### src/rtl/mc_alu.sv
// Multi-cycle ALU: registered single-cycle ops, bit-serial Hamming distance and optional shift-add multiply.
// Define MC_ALU_MUL_EN to build the multiplier (aluc=1000); otherwise that code returns 0 in one cycle.
module mc_alu #(
    parameter int WIDTH = 32,
    parameter int SHW   = $clog2(WIDTH)
) (
    input  logic             clock,
    input  logic             reset,
    input  logic             start,
    input  logic [WIDTH-1:0] a,
    input  logic [WIDTH-1:0] b,
    input  logic [3:0]       aluc,
    output logic             busy,
    output logic             done,
    output logic [WIDTH-1:0] s,
    output logic             z
);
    localparam int CW = $clog2(WIDTH + 1);

    typedef enum logic [1:0] {IDLE, RUN, DONE} state_t;

    state_t           state_q;
    logic             busy_q, done_q, z_q;
    logic [WIDTH-1:0] s_q, acc_q, work_q;
    logic [CW-1:0]    cnt_q;
    logic [WIDTH-1:0] res_d, acc_d;
    logic             mul_sel, iter_sel;
`ifdef MC_ALU_MUL_EN
    logic             mul_q;
    logic [WIDTH-1:0] mcand_q;
`endif

    always_comb begin
        res_d = '0;
        casez (aluc)
            4'b0000: res_d = a + b;
            4'b?100: res_d = a - b;
            4'b?001: res_d = a & b;
            4'b?101: res_d = a | b;
            4'b?010: res_d = a ^ b;
            4'b?110: res_d = a << 16;
            4'b0011: res_d = b << a[SHW-1:0];
            4'b0111: res_d = b >> a[SHW-1:0];
            4'b1111: res_d = $signed(b) >>> a[SHW-1:0];
            default: res_d = '0;
        endcase
    end

`ifdef MC_ALU_MUL_EN
    assign mul_sel = (aluc == 4'b1000);
`else
    assign mul_sel = 1'b0;
`endif
    assign iter_sel = (aluc == 4'b1011) || mul_sel;

    // mcand_q is pre-shifted each cycle, so it already carries the bit-index weight
    always_comb begin
`ifdef MC_ALU_MUL_EN
        if (mul_q)
            acc_d = work_q[0] ? acc_q + mcand_q : acc_q;
        else
            acc_d = acc_q + WIDTH'(work_q[0]);
`else
        acc_d = acc_q + WIDTH'(work_q[0]);
`endif
    end

    always_ff @(posedge clock) begin
        if (reset) begin
            state_q <= IDLE;
            busy_q  <= 1'b0;
            done_q  <= 1'b0;
            s_q     <= '0;
            z_q     <= 1'b1;
            acc_q   <= '0;
            work_q  <= '0;
            cnt_q   <= '0;
`ifdef MC_ALU_MUL_EN
            mul_q   <= 1'b0;
            mcand_q <= '0;
`endif
        end else begin
            done_q <= 1'b0;
            case (state_q)
                IDLE, DONE: begin
                    if (!start) begin
                        state_q <= IDLE;
                    end else if (iter_sel) begin
                        state_q <= RUN;
                        busy_q  <= 1'b1;
                        acc_q   <= '0;
                        cnt_q   <= CW'(WIDTH);
                        work_q  <= mul_sel ? b : (a ^ b);
`ifdef MC_ALU_MUL_EN
                        mul_q   <= mul_sel;
                        mcand_q <= a;
`endif
                    end else begin
                        state_q <= DONE;
                        done_q  <= 1'b1;
                        s_q     <= res_d;
                        z_q     <= (res_d == '0);
                    end
                end
                RUN: begin
                    acc_q  <= acc_d;
                    work_q <= work_q >> 1;
                    cnt_q  <= cnt_q - CW'(1);
`ifdef MC_ALU_MUL_EN
                    mcand_q <= mcand_q << 1;
`endif
                    if (cnt_q == CW'(1)) begin
                        state_q <= DONE;
                        busy_q  <= 1'b0;
                        done_q  <= 1'b1;
                        s_q     <= acc_d;
                        z_q     <= (acc_d == '0);
                    end
                end
                default: state_q <= IDLE;
            endcase
        end
    end

    assign busy = busy_q;
    assign done = done_q;
    assign s    = s_q;
    assign z    = z_q;
endmodule

### config.mk
export PLATFORM = sky130hd
export DESIGN_NAME = mc_alu
export DESIGN_NICKNAME = d
export VERILOG_FILES = /design/src/rtl/mc_alu.sv
export SDC_FILE = /design/constraint.sdc
export NUM_CORES = 1
export LEC_CHECK = 0
export ABC_AREA = 1
export BUFFER_PORTS_ARGS = -buffer_cell sky130_fd_sc_hd__buf_2
export CAP_MARGIN = 20
export CORE_ASPECT_RATIO = 0.75
export CORE_MARGIN = 2
export CORE_UTILIZATION = 35
export DETAILED_ROUTE_END_ITERATION = 16
export GPL_TIMING_DRIVEN = 0
export PLACE_DENSITY = 0.54
export SYNTH_ARGS = -nofsm -noshare
export SYNTH_HDL_FRONTEND = slang
export SYNTH_SLANG_ARGS = --single-unit
export TNS_END_PERCENT = 30
### constraint.sdc
create_clock -name clock -period 4.3 [get_ports clock]
set_input_delay 0.86 -clock clock [delete_from_list [all_inputs] [get_ports clock]]
set_output_delay 0.86 -clock clock [all_outputs]
set_load 0.05 [all_outputs]
After elaboration in Yosys (flattened, before gate mapping)
Index checks and enable logic that the tools add are counted.
- flip-flop bits (word level): 107
- output and inout bits: 35
- add/subtract/negate cells: 4
- eq/ne operators: 16
- shifts and indexed selects: 3
- multiplexer cells: 30
- bitwise gates (word level): 3
- reduce and logical (&&, ||, !) cells: 9
- operators with widths (kind ; number):
    $pmux W32 S9 ; 1
    $mux W32 ; 7
    $pmux W32 S2 ; 3
    $logic_not A32 Y1 ; 2
    $add A32 B1 Y32 ; 1
    $add A32 B32 Y32 ; 1
    $and A32 B32 Y32 ; 1
    $or A32 B32 Y32 ; 1
    $shl A32 B5 Y32 ; 1
    $shr A32 B5 Y32 ; 1
    $sshr A32 B5 Y32 ; 1
    $sub A32 B32 Y32 ; 1
    $xor A32 B32 Y32 ; 1
    $mux W6 ; 2
    $pmux W6 S2 ; 1
    $eq A3 B3 Y1 const B ; 3
    $mux W1 ; 9
    $eq A4 B4 Y1 const B ; 2
    $ne A2 B2 Y1 const B ; 4
    $reduce_and A4 Y1 ; 2
    $eq A6 B1 Y1 const B ; 1
    $mux W2 ; 3
    $pmux W1 S2 ; 3
    $sub A6 B1 Y6 const B ; 1
    other kinds (12) ; 12

Longest topological paths before layout
- depth in word-level cells: 6
- mapped depth: 31
- depth with buffers taken out: 31

Least setup slack after synthesis
Ideal clock, no wire load.
- kind: input to register
- start: in b[0]
- end: reg z_q, in the netlist z
- arrival: 3851 ps
- data required time: 4242 ps
- path slack: 391 ps
- stages: 29
- cell sequence: inv_1 > ha_1 > nand2_1 > nor2_1 > nand3_1 > nor2_1 > nand4_1 > nor2_1 > nand3_1 > o21ai_0 > o21ai_0 > xor2_1 > ha_1 > inv_1 > nor3_1 > nand2_1 > nor3_1 > nand2_1 > nand2_1 > nand2_1 > nand3_1 > nand2_1 > nor2_1 > nand3_1 > nor2_1 > nand2_1 > nand2_1 > nand2_1 > nand2_1
- word-level cells in the longest chain between the ends: 6
- elaborated cells between the ends (all ways): 13
- classes of those cells: add/sub: 2; shift: 3; mux: 4; bitwise: 3; reduce/logical: 1
- RTL lines (element ; line ; source):
    start, declared ; 11 ; input logic [WIDTH-1:0] b,
    $sub A32 B32 Y32 (tied with other cells) ; 37 ; 4'b?100: res_d = a - b;
    $pmux W32 S9 (*) ; 35 ; casez (aluc)
    $logic_not A32 Y1 (*) ; 102 ; z_q <= (res_d == '0);
    $mux W1 (*) ; 88 ; end else if (iter_sel) begin
    $mux W1 (*) ; 86 ; if (!start) begin
    $pmux W1 S2 (*) ; 84 ; case (state_q)
    end signal, assigned ; 102 ;
    end signal, assigned ; 117 ; z_q <= (acc_d == '0);
    end, declared ; 23 ; logic busy_q, done_q, z_q;
Every way passes the cells marked *; elsewhere a longest branch is shown, timed or not. The select of a mux whose other input is x is not followed.
A chain may end at the register's enable or synchronous reset.

Worst setup path after layout
Same ends and word-level chain as after synthesis.

==> impl_metrics.py <==
metrics = {
    "status": {
        "outcome": "completed",
    },
    "yosys": {
        "yosysWarningCount": 0,
        "cell_area_after_synthesis_mm2": 0.0136,
        "top_post_synthesis_cells_by_count": "sky130_fd_sc_hd__nand2_1 (698), sky130_fd_sc_hd__nand3_1 (402), sky130_fd_sc_hd__inv_1 (218), sky130_fd_sc_hd__nor2_1 (202), sky130_fd_sc_hd__a21oi_1 (115)",
        "netlist_instances": 2408,
        "syn_avg_cell_area_um2": 5.67,
        "largest_cells_by_area_after_synthesis": "sky130_fd_sc_hd__nand2_1 (19%), sky130_fd_sc_hd__dfxtp_1 (16%), sky130_fd_sc_hd__nand3_1 (15%)",
        "yosysSeqAreaShare_pct": 15.7,
        "async_reset_ff_share_pct": 0,
        "synth_area_leader_cell": "sky130_fd_sc_hd__nand2_1",
        "synth_seq_cells": 107,
        "synth_enable_flop_cells": 0,
        "synth_flop_cell": "sky130_fd_sc_hd__dfxtp_1",
        "synth.net_count": 2580,
        "synthMostInstantiatedCell": "sky130_fd_sc_hd__nand2_1",
        "synth_cell_type_count": 54,
        "synth.top_cell.area_share_pct": 19.2,
    },
    "clocking": {
        "cts-root-to-sink-buffers": 2,
        "cts_tree": "yes",
        "cts-htree-levels": 3,
        "cts-root-buf": "sky130_fd_sc_hd__clkbuf_16",
        "worst_setup_hold_path_clk_slew_ns": 0.08,
        "cts_num_sinks": 107,
        "cts_made_buffers": 9,
        "clock_insertion_delay_worst_skew_ns": 0.37,
    },
    "cells_and_area": {
        "multi_input_comb_area_mm2": 0.0106,
        "nFillCells": 4388,
        "finish.net_count": 2713,
        "synthToLayoutAreaGrowth_pct": 16.1,
        "final_cell_area_mm2": 0.0158,
        "layout.area.seq_mm2": 0.00214,
        "drive_gt1_share_pct": 15.2,
    },
    "grt": {
        "global_route_wire_length_before_repair_um": 110000,
        "grt_max_degree": 19,
        "grt-ovfl-total": 0,
        "track_usage_pct": 37.1,
        "first_global_vias": 16100,
        "antenna_violations_before_repair": 3,
    },
    "placed_design": {
        "io_buffer_count": 105,
        "hpwl_um": 63900,
        "placedInstanceArea_mm2": 0.0148,
        "gp_congestion": 1.01,
        "dp_slack_ns": -0.934,
    },
    "timing": {
        "slew_headroom_pct": 40.8,
        "setup_viol": 0,
        "final.min_clock_period_ns": 4.23,
        "clock.fmax_ghz": 0.237,
        "tightestPinTransition_ns": 0.888,
        "skew_ns": 0.0108,
        "timing_hold_violations_final": 0,
        "setup_slack_ns": 0.0728,
        "finalCritPeriodShare_pct": 98.3,
        "final-max-slew-violation-count": 0,
    },
    "critical_path": {
        "r2r_setup_slack_ns": 1.43,
        "path_common_cell": "sky130_fd_sc_hd__nand2_1",
        "setup.worst_path.start_class": "input pin",
        "timing.critical_path.arrival_ns": 4.50,
        "launch_point_of_the_worst_reg_to_reg_path": "work_q[0]",
        "ff2ff_path_depth": 16,
        "endpoint_kind": "register",
        "worstReg2RegEnd": "z",
        "critical_path_peak_fanout": 5,
        "critPathKind": "in2reg",
        "critPathRequiredTime_ns": 4.57,
        "crit_path_max_incr_delay_ns": 0.38,
        "worst_path_max_delay_cell": "sky130_fd_sc_hd__ha_1",
    },
    "worst_hold_path": {
        "min_to": "busy",
        "hp_class": "reg2reg",
        "hold_depth": 2,
        "worst_hold_launch": "busy",
    },
    "drt": {
        "dr.pass1.iters": 6,
        "via_per_inst": 5.84,
        "detail_route.wl_per_cell_um": 25.2,
        "detail-route-antenna-nets": 0,
        "drtIter0Drc": 2318,
        "routed_wirelength_um": 77100,
        "drt_drc_violations_left": 0,
        "dr_total_vias": 17900,
    },
    "pwr": {
        "power_density_mw_per_mm2": 245,
        "power.clock.fraction_pct": 23.5,
        "pwr-share-seq_pct": 27.8,
        "cell_internal_power_uw": 2060,
        "net-switching-power_uw": 1810,
        "finalPower_uw": 3880,
        "lkg_pwr_uw": 0.00747,
        "max-vdd-ir-drop_v": 0.000225,
        "netSwitchingFraction_pct": 46.8,
        "combinationalPowerShare_pct": 48.7,
    },
    "die": {
        "row_count": 62,
        "fp.dieW_um": 232,
        "overall_die_height_um": 175,
        "floorplan.initialDensity_pct": 35.5,
        "floorplan.core_area_mm2": 0.0384,
        "die_area_mm2": 0.0406,
        "floorplan.io_pins": 106,
    },
    "flow_run": {
        "drv.max_cap_violation_count": 0,
    },
}
layout make-up:
class	count	area share, %
multi-input combinational	1954	67.1
sequential	107	13.5
inverter	234	5.63
timing repair buffer	123	4.20
tap	512	4.04
buffer	112	3.47
clock buffer	11	1.60
clock inverter	5	0.419
antenna	1	0.0158
cells by family (layout without fill, tap and decap cells):
logic type	Yosys count	count (layout)	share of synthesized area [%]
and+or+nand+nor	1454	1454	47.0
buffers and inverters	347	485	10.5
AOI/OAI and AO/OA	346	346	14.1
DFF	107	107	15.7
adders and majority gates	101	101	9.31
xor gates and xnor gates	53	53	3.40
other	0	1	0
sequential cells by signal (all words and copies together), names as in the netlist:
signal   count
state_q      2
acc_q       32
s           32
busy         1
cnt_q        6
work_q      32
done         1
z            1
power by group through the flow:
stage	clock network [uW]	registers, uW	logic [uW]
after CTS	916	1080	1740
final	911	1080	1890
after detailed placement	0	1100	1720
after global routing	954	1090	2020
after global placement	0	1100	1710
after floorplan	0	1200	954
what timing repair did:
item                                    4_1_cts  5_1_grt
setup buffers                                 3       15
pin swaps                                     9       27
hold buffers                                  0        0
endpoints found under the setup margin       14        9
resized for setup                            39      115
critical path: cells and delay by family:
kind	cells	cell delay, ns
AO/OA/AOI/OAI	2	0.31
adder cells (fa/ha/maj)	2	0.52
buffers and inverters	3	0.28
AND/OR/NAND/NOR	22	2.35
XOR/XNOR	1	0.17
through the flow:
step	std cells	TNS (ns)	hold slack, ns	utilization [%]
finish	3059	0	0.465	41.3
global route	3058	-0.0163	0.491	41.3
CTS	3044	0	0.467	39.8
detailed placement	3025	-11.08	0.455	38.6
global placement	3025	-10.71	0.453	38.6
floorplan	2408	0	0.441	-
metal layers:
metal | share of wire, % | vias to the layer above | global-route usage (%)
met3 | 11 | 141 | 8.52
met4 | 3.7 | 2 | 12.6
li1 | - | 8296 | -
met2 | 40 | 950 | 51.7
met1 | 46 | 8479 | 55.2
met5 | 0.014 | - | 0
cell usage in the layout, fill, tap and decap left out, types with 12 or more instances in the layout:
cell / n
sky130_fd_sc_hd__nand3_2: 29
sky130_fd_sc_hd__nand4_1: 35
sky130_fd_sc_hd__nor2_1: 174
sky130_fd_sc_hd__clkbuf_1: 47
sky130_fd_sc_hd__nor2_2: 26
sky130_fd_sc_hd__or2_2: 19
sky130_fd_sc_hd__nand3b_1: 14
sky130_fd_sc_hd__nor3_1: 20
sky130_fd_sc_hd__dfxtp_1: 107
sky130_fd_sc_hd__ha_1: 91
sky130_fd_sc_hd__buf_2: 151
sky130_fd_sc_hd__inv_1: 211
sky130_fd_sc_hd__nand3_1: 378
sky130_fd_sc_hd__nor2_4: 12
sky130_fd_sc_hd__o21ai_1: 14
sky130_fd_sc_hd__inv_2: 16
sky130_fd_sc_hd__a21oi_2: 12
sky130_fd_sc_hd__xor2_1: 45
sky130_fd_sc_hd__a31oi_1: 67
sky130_fd_sc_hd__nand2_1: 680
sky130_fd_sc_hd__nand2_2: 30
sky130_fd_sc_hd__buf_4: 27
sky130_fd_sc_hd__a21oi_1: 103
sky130_fd_sc_hd__o21ai_0: 106
how the worst max path moves through the flow:
stage,from,to,depth (start not counted)
floorplan,b[0],z,29
global placement,aluc[0],z,27
detailed placement,aluc[0],z,27
CTS,b[0],z,30
global route,b[0],z,28
finish,b[0],z,30
(Power assumes the default switching activity.)
